**src/rtl/mpt_pkg.sv**
```systemverilog
// Shared MPT walker types and the fetch-stage SPA/MODE format check.
// Latency: none (types plus a combinational helper function).
// Backpressure: none.
package mpt_pkg;

  typedef enum logic [1:0] {
    NO_ERROR           = 2'd0,
    NOT_VALID_ADDR     = 2'd1,
    MPT_ACCESS_FAULT   = 2'd2,
    MPT_RESERVED_FAULT = 2'd3
  } page_format_fault_e;

  // Encodings 4..15 are reserved and rejected by the format check.
  typedef enum logic [3:0] {
    BARE_MODE = 4'd0,
    SMMPT43   = 4'd1,
    SMMPT52   = 4'd2,
    SMMPT64   = 4'd3
  } mmpt_mode_e;

  typedef enum logic {
    MPT_WALKING_DO   = 1'b0,
    MPT_WALKING_SKIP = 1'b1
  } mpt_walking_e;

  typedef struct packed {
    mmpt_mode_e  mode;
    logic [7:0]  sdid;
    logic [19:0] ppn;
  } mmpt_reg_t;

  typedef struct packed {
    logic [20:0] ZERO;
    logic [42:0] spa;
  } spa43_t;

  typedef struct packed {
    logic [11:0] ZERO;
    logic [51:0] spa;
  } spa52_t;

  typedef union packed {
    spa43_t      spa43;
    spa52_t      spa52;
    logic [63:0] spa64;
  } spa_t_u;

  typedef struct packed {
    logic               valid;
    mmpt_reg_t          mmpt;
    spa_t_u             spa;
    logic [1:0]         access_type;
    logic [2:0]         access_error;
    page_format_fault_e format_error;
    mpt_walking_e       walking;
  } mptw_transaction_t;

  // Upper SPA bits beyond the mode's address width must be zero; bare/reserved modes cannot walk.
  function automatic page_format_fault_e mpt_check_format(input mmpt_reg_t mmpt, input spa_t_u spa);
    page_format_fault_e res;
    res = NO_ERROR;
    case (mmpt.mode)
      SMMPT43: if (spa.spa43.ZERO != '0) res = NOT_VALID_ADDR;
      SMMPT52: if (spa.spa52.ZERO != '0) res = NOT_VALID_ADDR;
      SMMPT64: res = NO_ERROR;
      default: res = NOT_VALID_ADDR;
    endcase
    return res;
  endfunction

endpackage

```
**src/rtl/mpt_fetch_fifo.sv**
```systemverilog
// Per-channel request FIFO with wrap-bit pointers and a synchronous clear.
// Latency: pushed entry visible at dout the cycle after the push.
// Backpressure: full asserted from registered pointers; pushes while full are ignored.
module mpt_fetch_fifo #(
  parameter int DATA_WIDTH = 8,
  parameter int DEPTH      = 2
) (
  input  logic                  clk,
  input  logic                  rst_n,
  input  logic                  flush,
  input  logic                  push,
  input  logic [DATA_WIDTH-1:0] din,
  input  logic                  pop,
  output logic [DATA_WIDTH-1:0] dout,
  output logic                  full,
  output logic                  empty
);

  localparam int AW = $clog2(DEPTH);
  localparam logic [AW:0] PTR_ONE = {{AW{1'b0}}, 1'b1};

  logic [AW:0]           wr_ptr;
  logic [AW:0]           rd_ptr;
  logic [DATA_WIDTH-1:0] mem [DEPTH];

  assign empty = (wr_ptr == rd_ptr);
  assign full  = (wr_ptr[AW] != rd_ptr[AW]) && (wr_ptr[AW-1:0] == rd_ptr[AW-1:0]);
  assign dout  = mem[rd_ptr[AW-1:0]];

  // Pointer update; reset and flush both return the FIFO to empty.
  always_ff @(posedge clk) begin
    if (!rst_n || flush) begin
      wr_ptr <= '0;
      rd_ptr <= '0;
    end else begin
      if (push && !full) wr_ptr <= wr_ptr + PTR_ONE;
      if (pop && !empty) rd_ptr <= rd_ptr + PTR_ONE;
    end
  end

  // Storage write; contents need no reset because empty masks them.
  always_ff @(posedge clk) begin
    if (push && !full && !flush) mem[wr_ptr[AW-1:0]] <= din;
  end

endmodule

```
**src/rtl/mpt_fetch_arbiter.sv**
```systemverilog
// Multi-channel MPT fetch: per-channel FIFOs, round-robin pick, SPA/MODE check, registered issue.
// Latency: push to m_valid_o in 2 cycles; one transaction per cycle while m_ready_i stays high.
// Backpressure: s_ready_o low on full FIFO or flush; output register holds while !m_ready_i.
// Optional MPT_FETCH_PERF_EN: adds perf_acc_o / perf_fault_o saturating counters.
module mpt_fetch_arbiter
  import mpt_pkg::*;
#(
  parameter int NUM_CH     = 4,
  parameter int FIFO_DEPTH = 2,
  parameter int DATA_WIDTH = $bits(mptw_transaction_t),
  localparam int CH_W      = (NUM_CH > 1) ? $clog2(NUM_CH) : 1
) (
  input  logic                         clk_i,
  input  logic                         rst_ni,
  input  logic [NUM_CH-1:0]            s_valid_i,
  output logic [NUM_CH-1:0]            s_ready_o,
  input  logic [NUM_CH*DATA_WIDTH-1:0] s_data_i,
  output logic                         m_valid_o,
  input  logic                         m_ready_i,
  output logic [DATA_WIDTH-1:0]        m_data_o,
  output logic [CH_W-1:0]              m_ch_o,
  input  logic                         flush_i,
  output logic                         exc_valid_o,
  output page_format_fault_e           exc_cause_o,
  output logic [CH_W-1:0]              exc_ch_o
`ifdef MPT_FETCH_PERF_EN
  ,
  output logic [NUM_CH*32-1:0]         perf_acc_o,
  output logic [31:0]                  perf_fault_o
`endif
);

  logic [NUM_CH-1:0]     fifo_full;
  logic [NUM_CH-1:0]     fifo_empty;
  logic [NUM_CH-1:0]     push;
  logic [NUM_CH-1:0]     pop;
  logic [DATA_WIDTH-1:0] fifo_dout [NUM_CH];

  logic [CH_W-1:0]   rr_ptr;
  logic [CH_W-1:0]   rr_nxt;
  logic [CH_W-1:0]   gnt_ch;
  logic [CH_W-1:0]   scan_ch;
  logic              gnt_vld;
  logic              load_en;
  logic              chk_fault;
  mptw_transaction_t sel_txn;
  mptw_transaction_t chk_txn;
  mptw_transaction_t m_q;

  // Full comes straight from registered pointers, so a full channel stays closed even on its pop cycle.
  assign s_ready_o = rst_ni ? (~fifo_full & {NUM_CH{~flush_i}}) : '0;
  assign push      = s_valid_i & s_ready_o;
  assign load_en   = !m_valid_o || m_ready_i;
  assign m_data_o  = m_q;

  for (genvar g = 0; g < NUM_CH; g++) begin : g_fifo
    mpt_fetch_fifo #(
      .DATA_WIDTH (DATA_WIDTH),
      .DEPTH      (FIFO_DEPTH)
    ) u_fifo (
      .clk   (clk_i),
      .rst_n (rst_ni),
      .flush (flush_i),
      .push  (push[g]),
      .din   (s_data_i[g*DATA_WIDTH +: DATA_WIDTH]),
      .pop   (pop[g]),
      .dout  (fifo_dout[g]),
      .full  (fifo_full[g]),
      .empty (fifo_empty[g])
    );
  end

  // Round-robin search: first non-empty channel at or after rr_ptr, wrapping cyclically.
  always_comb begin
    gnt_vld = 1'b0;
    gnt_ch  = '0;
    scan_ch = '0;
    for (int k = 0; k < NUM_CH; k++) begin
      scan_ch = CH_W'((int'(rr_ptr) + k) % NUM_CH);
      if (!gnt_vld && !fifo_empty[scan_ch]) begin
        gnt_vld = 1'b1;
        gnt_ch  = scan_ch;
      end
    end
    rr_nxt = (gnt_ch == CH_W'(NUM_CH - 1)) ? '0 : gnt_ch + CH_W'(1);
  end

  // Pop the granted channel only when the output register can take the entry.
  always_comb begin
    pop = '0;
    if (load_en && gnt_vld && !flush_i) pop[gnt_ch] = 1'b1;
  end

  // Format check on the selected head; invalid entries are passed as clean no-ops.
  always_comb begin
    sel_txn = fifo_dout[gnt_ch];
    chk_txn = sel_txn;
    if (sel_txn.valid) begin
      chk_txn.format_error = mpt_check_format(sel_txn.mmpt, sel_txn.spa);
    end else begin
      chk_txn.format_error = NO_ERROR;
      chk_txn.access_error = '0;
    end
    chk_fault       = (chk_txn.format_error != NO_ERROR);
    chk_txn.walking = chk_fault ? MPT_WALKING_SKIP : MPT_WALKING_DO;
  end

  // Output register, round-robin pointer and exception report; flush drops everything issued.
  always_ff @(posedge clk_i) begin
    if (!rst_ni) begin
      rr_ptr      <= '0;
      m_valid_o   <= 1'b0;
      m_q         <= '0;
      m_ch_o      <= '0;
      exc_valid_o <= 1'b0;
      exc_cause_o <= NO_ERROR;
      exc_ch_o    <= '0;
    end else if (flush_i) begin
      rr_ptr      <= '0;
      m_valid_o   <= 1'b0;
      exc_valid_o <= 1'b0;
    end else begin
      exc_valid_o <= 1'b0;
      if (load_en) begin
        if (gnt_vld) begin
          m_q       <= chk_txn;
          m_ch_o    <= gnt_ch;
          m_valid_o <= 1'b1;
          rr_ptr    <= rr_nxt;
          if (chk_fault) begin
            exc_valid_o <= 1'b1;
            exc_cause_o <= chk_txn.format_error;
            exc_ch_o    <= gnt_ch;
          end
        end else begin
          m_valid_o <= 1'b0;
        end
      end
    end
  end

`ifdef MPT_FETCH_PERF_EN
  logic [31:0] acc_cnt [NUM_CH];
  logic [31:0] fault_cnt;

  // Saturating event counters; only reset clears them, flush leaves them intact.
  always_ff @(posedge clk_i) begin
    if (!rst_ni) begin
      for (int c = 0; c < NUM_CH; c++) acc_cnt[c] <= '0;
      fault_cnt <= '0;
    end else begin
      for (int c = 0; c < NUM_CH; c++) begin
        if (push[c] && (acc_cnt[c] != '1)) acc_cnt[c] <= acc_cnt[c] + 32'd1;
      end
      if (!flush_i && load_en && gnt_vld && chk_fault && (fault_cnt != '1)) begin
        fault_cnt <= fault_cnt + 32'd1;
      end
    end
  end

  for (genvar c = 0; c < NUM_CH; c++) begin : g_perf
    assign perf_acc_o[c*32 +: 32] = acc_cnt[c];
  end
  assign perf_fault_o = fault_cnt;
`endif

endmodule

```
**config.mk**
```make
export PLATFORM = sky130hd
export DESIGN_NAME = mpt_fetch_arbiter
export DESIGN_NICKNAME = d
export VERILOG_FILES = /design/src/rtl/mpt_pkg.sv /design/src/rtl/mpt_fetch_fifo.sv /design/src/rtl/mpt_fetch_arbiter.sv
export SDC_FILE = /design/constraint.sdc
export NUM_CORES = 1
export LEC_CHECK = 0
export CORE_MARGIN = 2
export CORE_UTILIZATION = 55
export DETAILED_ROUTE_END_ITERATION = 12
export MAX_ROUTING_LAYER = met4
export PLACE_DENSITY = 0.81
export SYNTH_ARGS = -nofsm -noshare
export SYNTH_HDL_FRONTEND = slang
export SYNTH_SLANG_ARGS = --single-unit
```
**constraint.sdc**
```tcl
create_clock -name clk_i -period 9.7 [get_ports clk_i]
set_input_delay 1.94 -clock clk_i [delete_from_list [all_inputs] [get_ports clk_i]]
set_output_delay 1.94 -clock clk_i [all_outputs]
set_load 0.05 [all_outputs]
```
# --- Yosys cells after proc, flatten, opt, wreduce, memory -nomap -nowiden ---
# Memory sizes are Yosys's and may differ from the RTL's. A register that Yosys moved wholly into a read port is not among the register bits.
# Index checks and enable logic that the tools add are counted.
word_totals:
  mem_bits_rw: 840
  out_inout_bits: 117
  inputBits: 428
  ff_bits: 131
  elab_cells: 165
  mem_count: 4
mem_list:
  columns: ["memory", "depth", "word_bits", "rd", "rd_clocked_by_memory_dff", "wr", "line", "rtl"]
  rows:
  - ["g_fifo[0].u_fifo.mem", 2, 105, 1, 1, 1, "mpt_fetch_fifo.sv:24", "logic [DATA_WIDTH-1:0] mem [DEPTH];"]
  - ["g_fifo[1].u_fifo.mem", 2, 105, 1, 1, 1, "mpt_fetch_fifo.sv:24", null]
  - ["g_fifo[2].u_fifo.mem", 2, 105, 1, 1, 1, "mpt_fetch_fifo.sv:24", null]
  - ["g_fifo[3].u_fifo.mem", 2, 105, 1, 1, 1, "mpt_fetch_fifo.sv:24", null]
classes:
  n_bitwise: 8
  muxes: 47
  reduce_logical: 48
  eq_ne: 16
  magnitude_cmp: 7
  n_addsub: 12
ops:
  columns: ["op", "count"]
  rows:
  - ["105-bit binary-select mux with 2-bit select", 1]
  - ["105-bit two-way mux", 2]
  - ["1-bit two-way mux", 29]
  - ["1-bit logical AND", 22]
  - ["21-bit nonzero test", 1]
  - ["2-bit by 1-bit adder with 2-bit output, second input constant", 10]
  - ["1-bit logical NOT", 16]
  - ["2-bit by 3-bit less-than comparator with 1-bit output, second input constant", 5]
  - ["2-bit two-way mux", 6]
  - ["12-bit nonzero test", 1]
  - ["4-bit AND", 2]
  - ["1-bit binary-select mux with 2-bit select", 4]
  - ["2-bit == test", 4]
  - ["4-bit by 2-bit == test with 1-bit output, second input constant", 2]
  - ["4-bit two-way mux", 2]
  - ["2-bit case mux with 3 select lines", 1]
  - ["2-bit adder, second input constant", 2]
  - ["1-bit == test", 4]
  - ["4-bit by 1-bit == test with 1-bit output, second input constant", 1]
  - ["1-bit != test", 4]
  - ["1-bit inverter", 4]
  - ["4-bit inverter", 1]
  - ["4-bit AND reduction", 1]
  - ["4-bit OR reduction", 1]
  - ["11 further kinds", 12]

# --- Longest topological paths before layout ---
logic_depth:
  ltp_word: 22
  ltp_mapped: 14
  ltp_nobuf: 11

# --- Modules after synthesis ---
# A second synthesis with hierarchy kept.
hier_totals:
  hier_cells: 2665
  area_unflattened_um2: 39016.2
by_module_without_submodules:
  columns: ["module", "cells_per_inst", "seq_area_each_um2", "area_each_um2", "instances"]
  rows:
  - ["mpt_fetch_fifo", 362, 6406.1, 7855.0, 4]
  - ["mpt_fetch_arbiter", 1217, 2242.2, 7596.0, 1]

# --- Worst setup path before layout ---
# OpenSTA, ideal clock, no wires.
synth_timing:
  path_type: "input -> register"
  startpoint: "in flush_i"
  endpoint: "mem g_fifo[0].u_fifo.mem[0][100] in the netlist's numbering, enable pin"
  path_slack_ps: 1568
  arrival_ps: 7567
  path_buffers: 1
  stages: 5
  required_time_ps: 9136
  setup_time_ps: 564
  path_cell_list: "nand2b_1 > clkbuf_1 > a21oi_1 > nand2_1 > nor2_1"
synth_via:
  elab_chain_len: 8
  elab_cells_between_ends: 9
  cone_classes: "mux: 3; bitwise: 3; reduce/logical: 3"
synth_lines:
  columns: ["item", "line", "rtl"]
  rows:
  - ["start: declaration", "mpt_fetch_arbiter.sv:22", "input logic flush_i,"]
  - ["1-bit inverter (no source line)", null, null]
  - ["4-bit AND", "mpt_fetch_arbiter.sv:51", "assign s_ready_o = rst_ni ? (~fifo_full & {NUM_CH{~flush_i}}) : '0;"]
  - ["4-bit two-way mux", "mpt_fetch_arbiter.sv:51", null]
  - ["net s_ready_o[0]", "mpt_fetch_arbiter.sv:16", "output logic [NUM_CH-1:0] s_ready_o,"]
  - ["4-bit AND", "mpt_fetch_arbiter.sv:52", "assign push = s_valid_i & s_ready_o;"]
  - ["1-bit logical AND (2 in a row)", "mpt_fetch_fifo.sv:43", "if (push && !full && !flush) mem[wr_ptr[AW-1:0]] <= din;"]
  - ["1-bit two-way mux", "mpt_fetch_fifo.sv:43", null]
  - ["1-bit two-way mux (implied by the code)", "mpt_fetch_fifo.sv:43", null]
  - ["end: declaration", "mpt_fetch_fifo.sv:24", null]
# The timed path passes the listed nets, and every way through them passes these cells.

# --- Worst setup path in the final report ---
layout_timing:
  startpoint: "in rst_ni"
  endpoint: "out s_ready_o[0]"
layout_via:
  elab_chain_len: 1
layout_lines:
  columns: ["item", "line", "rtl"]
  rows:
  - ["start: declaration", "mpt_fetch_arbiter.sv:14", "input logic rst_ni,"]
  - ["4-bit two-way mux", "mpt_fetch_arbiter.sv:51", null]
  - ["end: declaration", "mpt_fetch_arbiter.sv:16", null]
# No other way between the ends.

==> results.txt <==
* Inserted Clock Buffers: 94
* Number of placed cells counting well taps: 3540
* Fillers: 4111
- Entering global routing, the biggest net connects 100 pins.
- Post-detailed-route DRC marker count: 0
- In the final layout, the multi-input gates occupy 9060 µm².
- The critical path is of the in -> out type.
* Leakage dissipation: 15.9 nW
- Global routing finished with a remaining overflow of 0.
* Ports placed on the boundary: 545
- CTS built an H-tree with a depth of 3.
* Worst Setup End Kind: primary output
- Post-layout instance count excluding filler cells: 3770
- Drt wl/cell: 26.8 µm
- Met2 routing resource usage after global routing: 48.9%
- The run finished with clean final reports.
- Of the cells placed in the final design, the portion with a size suffix greater than 1 is 7.08%.
- Complex-gate fraction of the synthesized area: 9.37%
- After layout, the worst path uses 68.1% of the clock period.
- Required time of the critical path: 7.76 ns
- Clock latency reported for the late side of the worst-skew pair: 0.65 ns
- Final hold analysis gives a worst-case slack of 0.498 ns.
- Of the synthesized area, sequential elements account for 73.7%.
* Count of cells resized by post-cts repair: 0
- Number of failing hold endpoints at the final stage: 0
- During synthesis, Yosys emitted a total of 0 warnings.
- Most common cell in the netlist: edfxtp_1
* Met1 global-route usage: 34.9%
- Post-Synth Simple-Gate Area: 4.49%
- Die area: 69100 µm²
- Power spread over the standard cell area amounts to 195 nW/µm².
- Of the post-synthesis cell area, the part taken by muxes is 9.81%.
- Cell types with the highest counts after synthesis: edfxtp_1 (816), mux2i_1 (361), nand2_1 (208)
* Number of storage elements in the synthesis netlist: 948
* Post-synth EDFFs: 816
- Port buffering added 530 buffers.
- Grt peak-use layer: met2
* Post-synthesis to final-layout area growth: 25.7%
* Dominant combinational cell family by area after synthesis: multiplexers
- Summing all flip-flop and latch instances after layout gives 27200 µm².
- The final layout contains 3204 nets.
- Slew headroom: 18.5%
- Overall global routing resource usage: 29.6%
- Share of Yosys cell area claimed by the top area cell type: 66.5%
* Clock-pin slew of the registers on the worst-case setup and hold paths: 0.06 ns
* Synth async-reset ratio: 0%
* Critical Path Start Type: input pin
* Total Power Consumption: 9.00 mW
- Of all nets on the critical path, the largest fanout is 59.
- Syn Area/Cell: 16.2 µm²
- Setup total negative slack: 0 ns
- Antenna Nets Post-Route: 0
- Length of the first detailed-routing pass in iterations: 6
- Setup repair after global routing left no endpoint under its margin.
- In the post-synthesis netlist, the biggest area contributors are edfxtp_1 (67%), mux2i_1 (9.8%), dfxtp_1 (7.2%), a211oi_1 (3.2%), o211a_1 (2.7%).
- Share of the synthesized netlist area taken by xor and xnor gates: 0.594%
- Dividing the detail-routed via count by the number of cells gives 6.09.
- After detailed placement, the total cell area comes to 42900 µm².
- In the synthesized netlist, the number of instances is 2276.
- Die X-Extent: 263 µm
- Number of max-cap violations: 0
* Final weighted congestion of routability-driven global placement: 0.866
- In this run the core area contains 94 standard-cell rows.
- Post-route cell area: 46300 µm²
* Total setup violations reported at the end of the flow: 0
- Summed over all instances, the cell type with the most area after synthesis is edfxtp_1.
- The initial antenna violation count was 49.
* Worst IR Drop VDD: 0.000203 V
* Overall routed net length: 101000 µm
- Global-route wire length before repair: 147000 µm
- Adder-cell share of the synthesized area: 0.136%
- In this run the vertical extent of the chip is 263 µm.
- Standard cell core area: 66000 µm²
- Number of distinct library cell variants in the gate-level netlist after synthesis: 50
* Final setup skew: 0.0259 ns
- Post-synthesis instance area: 36800 µm²
- The most used flip-flop cell after synthesis is edfxtp_1.
- Highest clock rate: 151 MHz
* Root Driver: clkbuf_16
* Setup fix buffers added after clock tree synthesis: 0
- Initial Util: 55.8%
* Worst path arrival time: 4.67 ns
* Number of max-slew violations in the final report: 0
* Detailed placer's ending HPWL: 61400 µm
* Clk sink count: 948
* TritonCTS clock tree: built
- For the pin with the worst max-slew slack, the measured transition is 1.22 ns.
- Hold_buf cts: 0
* Kind of path behind the tightest hold check: reg -> reg
- In this run, the number of DRC markers left after iteration 0 of detailed routing was 2265.
- Counting along the longest clock path gives a buffer depth of 3.
- Vias: 22.9k
- Min cycle time layout: 6.61 ns
* Vias in the first global route: 23.6k
- Met3 GRT Util: 6.81%
critical path: stages:
cell	delay (ns)
buf_4	0.58
nand2b_1	0.75
a21oi_1	0.50
clkdlybuf4s50_1	0.89
final cells by class:
class | instances | area share, %
Inverter | 4 | 0.0595
Clock inverter | 45 | 1.28
Multi-Input combinational cell | 1164 | 19.6
Sequential cell | 948 | 58.7
Antenna cell | 53 | 0.287
Timing Repair Buffer | 560 | 12.0
Clock buffer | 132 | 5.81
Tap cell | 864 | 2.34
sequential cells by signal, indices dropped and copies added (netlist names), named ones only:
signal                count
exc_cause_o               1
g_fifo.u_fifo.rd_ptr      8
rr_ptr                    2
m_valid_o                 1
exc_valid_o               1
g_fifo.u_fifo.mem       816
m_data_o                103
g_fifo.u_fifo.wr_ptr      8
exc_ch_o                  2
m_ch_o                    2
layer usage:
layer | vias to the layer above | part of all wire [%]
met3 | 219 | 9.1
met4 | 0 | 4.0
met2 | 1167 | 50
li1 | 9987 | -
met1 | 11600 | 37
met5 | - | 0
cells in the final DEF (no fill, tap or decap), drive strengths merged, types with 2 or more instances in the layout:
cell type        n
xnor2            8
o21ai            2
clkbuf         132
nand2          208
clkinv          28
dfxtp          132
edfxtp         816
ha               4
and3             6
nor2            33
clkdlybuf4s50  529
a22oi           24
nand3            5
or2              2
diode           53
a311o           74
mux2i          361
nor3             4
and2             2
xor2            17
nand2b           3
clkinvlp         3
o211a          100
nor2b           86
conb             2
inv              6
bufinv          12
a21oi           42
a211oi         158
buf             31
nand4            9
where the power goes:
group / switching, mW / total [mW] / leakage [nW] / internal, mW
sequential: 0.0327 / 4.55 / 8.49 / 4.52
combinational: 0.378 / 0.658 / 5.84 / 0.280
clock: 1.53 / 3.80 / 1.61 / 2.26
total: 1.95 / 9.00 / 15.9 / 7.06
final timing paths:
path | start | end | slack (ns) | depth (start not counted)
setup / recovery | rst_ni | s_ready_o[0] | 3.09 | 4
setup reg to reg | g_fifo[0].u_fifo.wr_ptr[0]$_SDFFE_PP0P_ | m_data_o[28]$_SDFFE_PN0P_ | 4.67 | 11
hold reg to reg | m_data_o[49]$_SDFFE_PN0P_ | m_data_o[49]$_SDFFE_PN0P_ | 0.50 | 1
hold / removal | m_data_o[49]$_SDFFE_PN0P_ | m_data_o[49]$_SDFFE_PN0P_ | 0.50 | 1
logic make-up after synthesis:
family                     after synthesis
AOI/OAI and AO/OA                      411
xor gates and xnor gates                25
adders and majority gates                4
buffers and inverters                  165
DFF                                    948
muxes                                  361
other                                    1
and+or+nand+nor                        361
per-stage QoR:
stage	setup slack, ns	util, %
final	3.09	70.1
after global routing	2.92	70.1
after CTS	3.04	69.9
after detailed placement	3.07	65.0
after global placement	3.08	65.0
after floorplan	1.57	-
(Power assumes the default switching activity.)
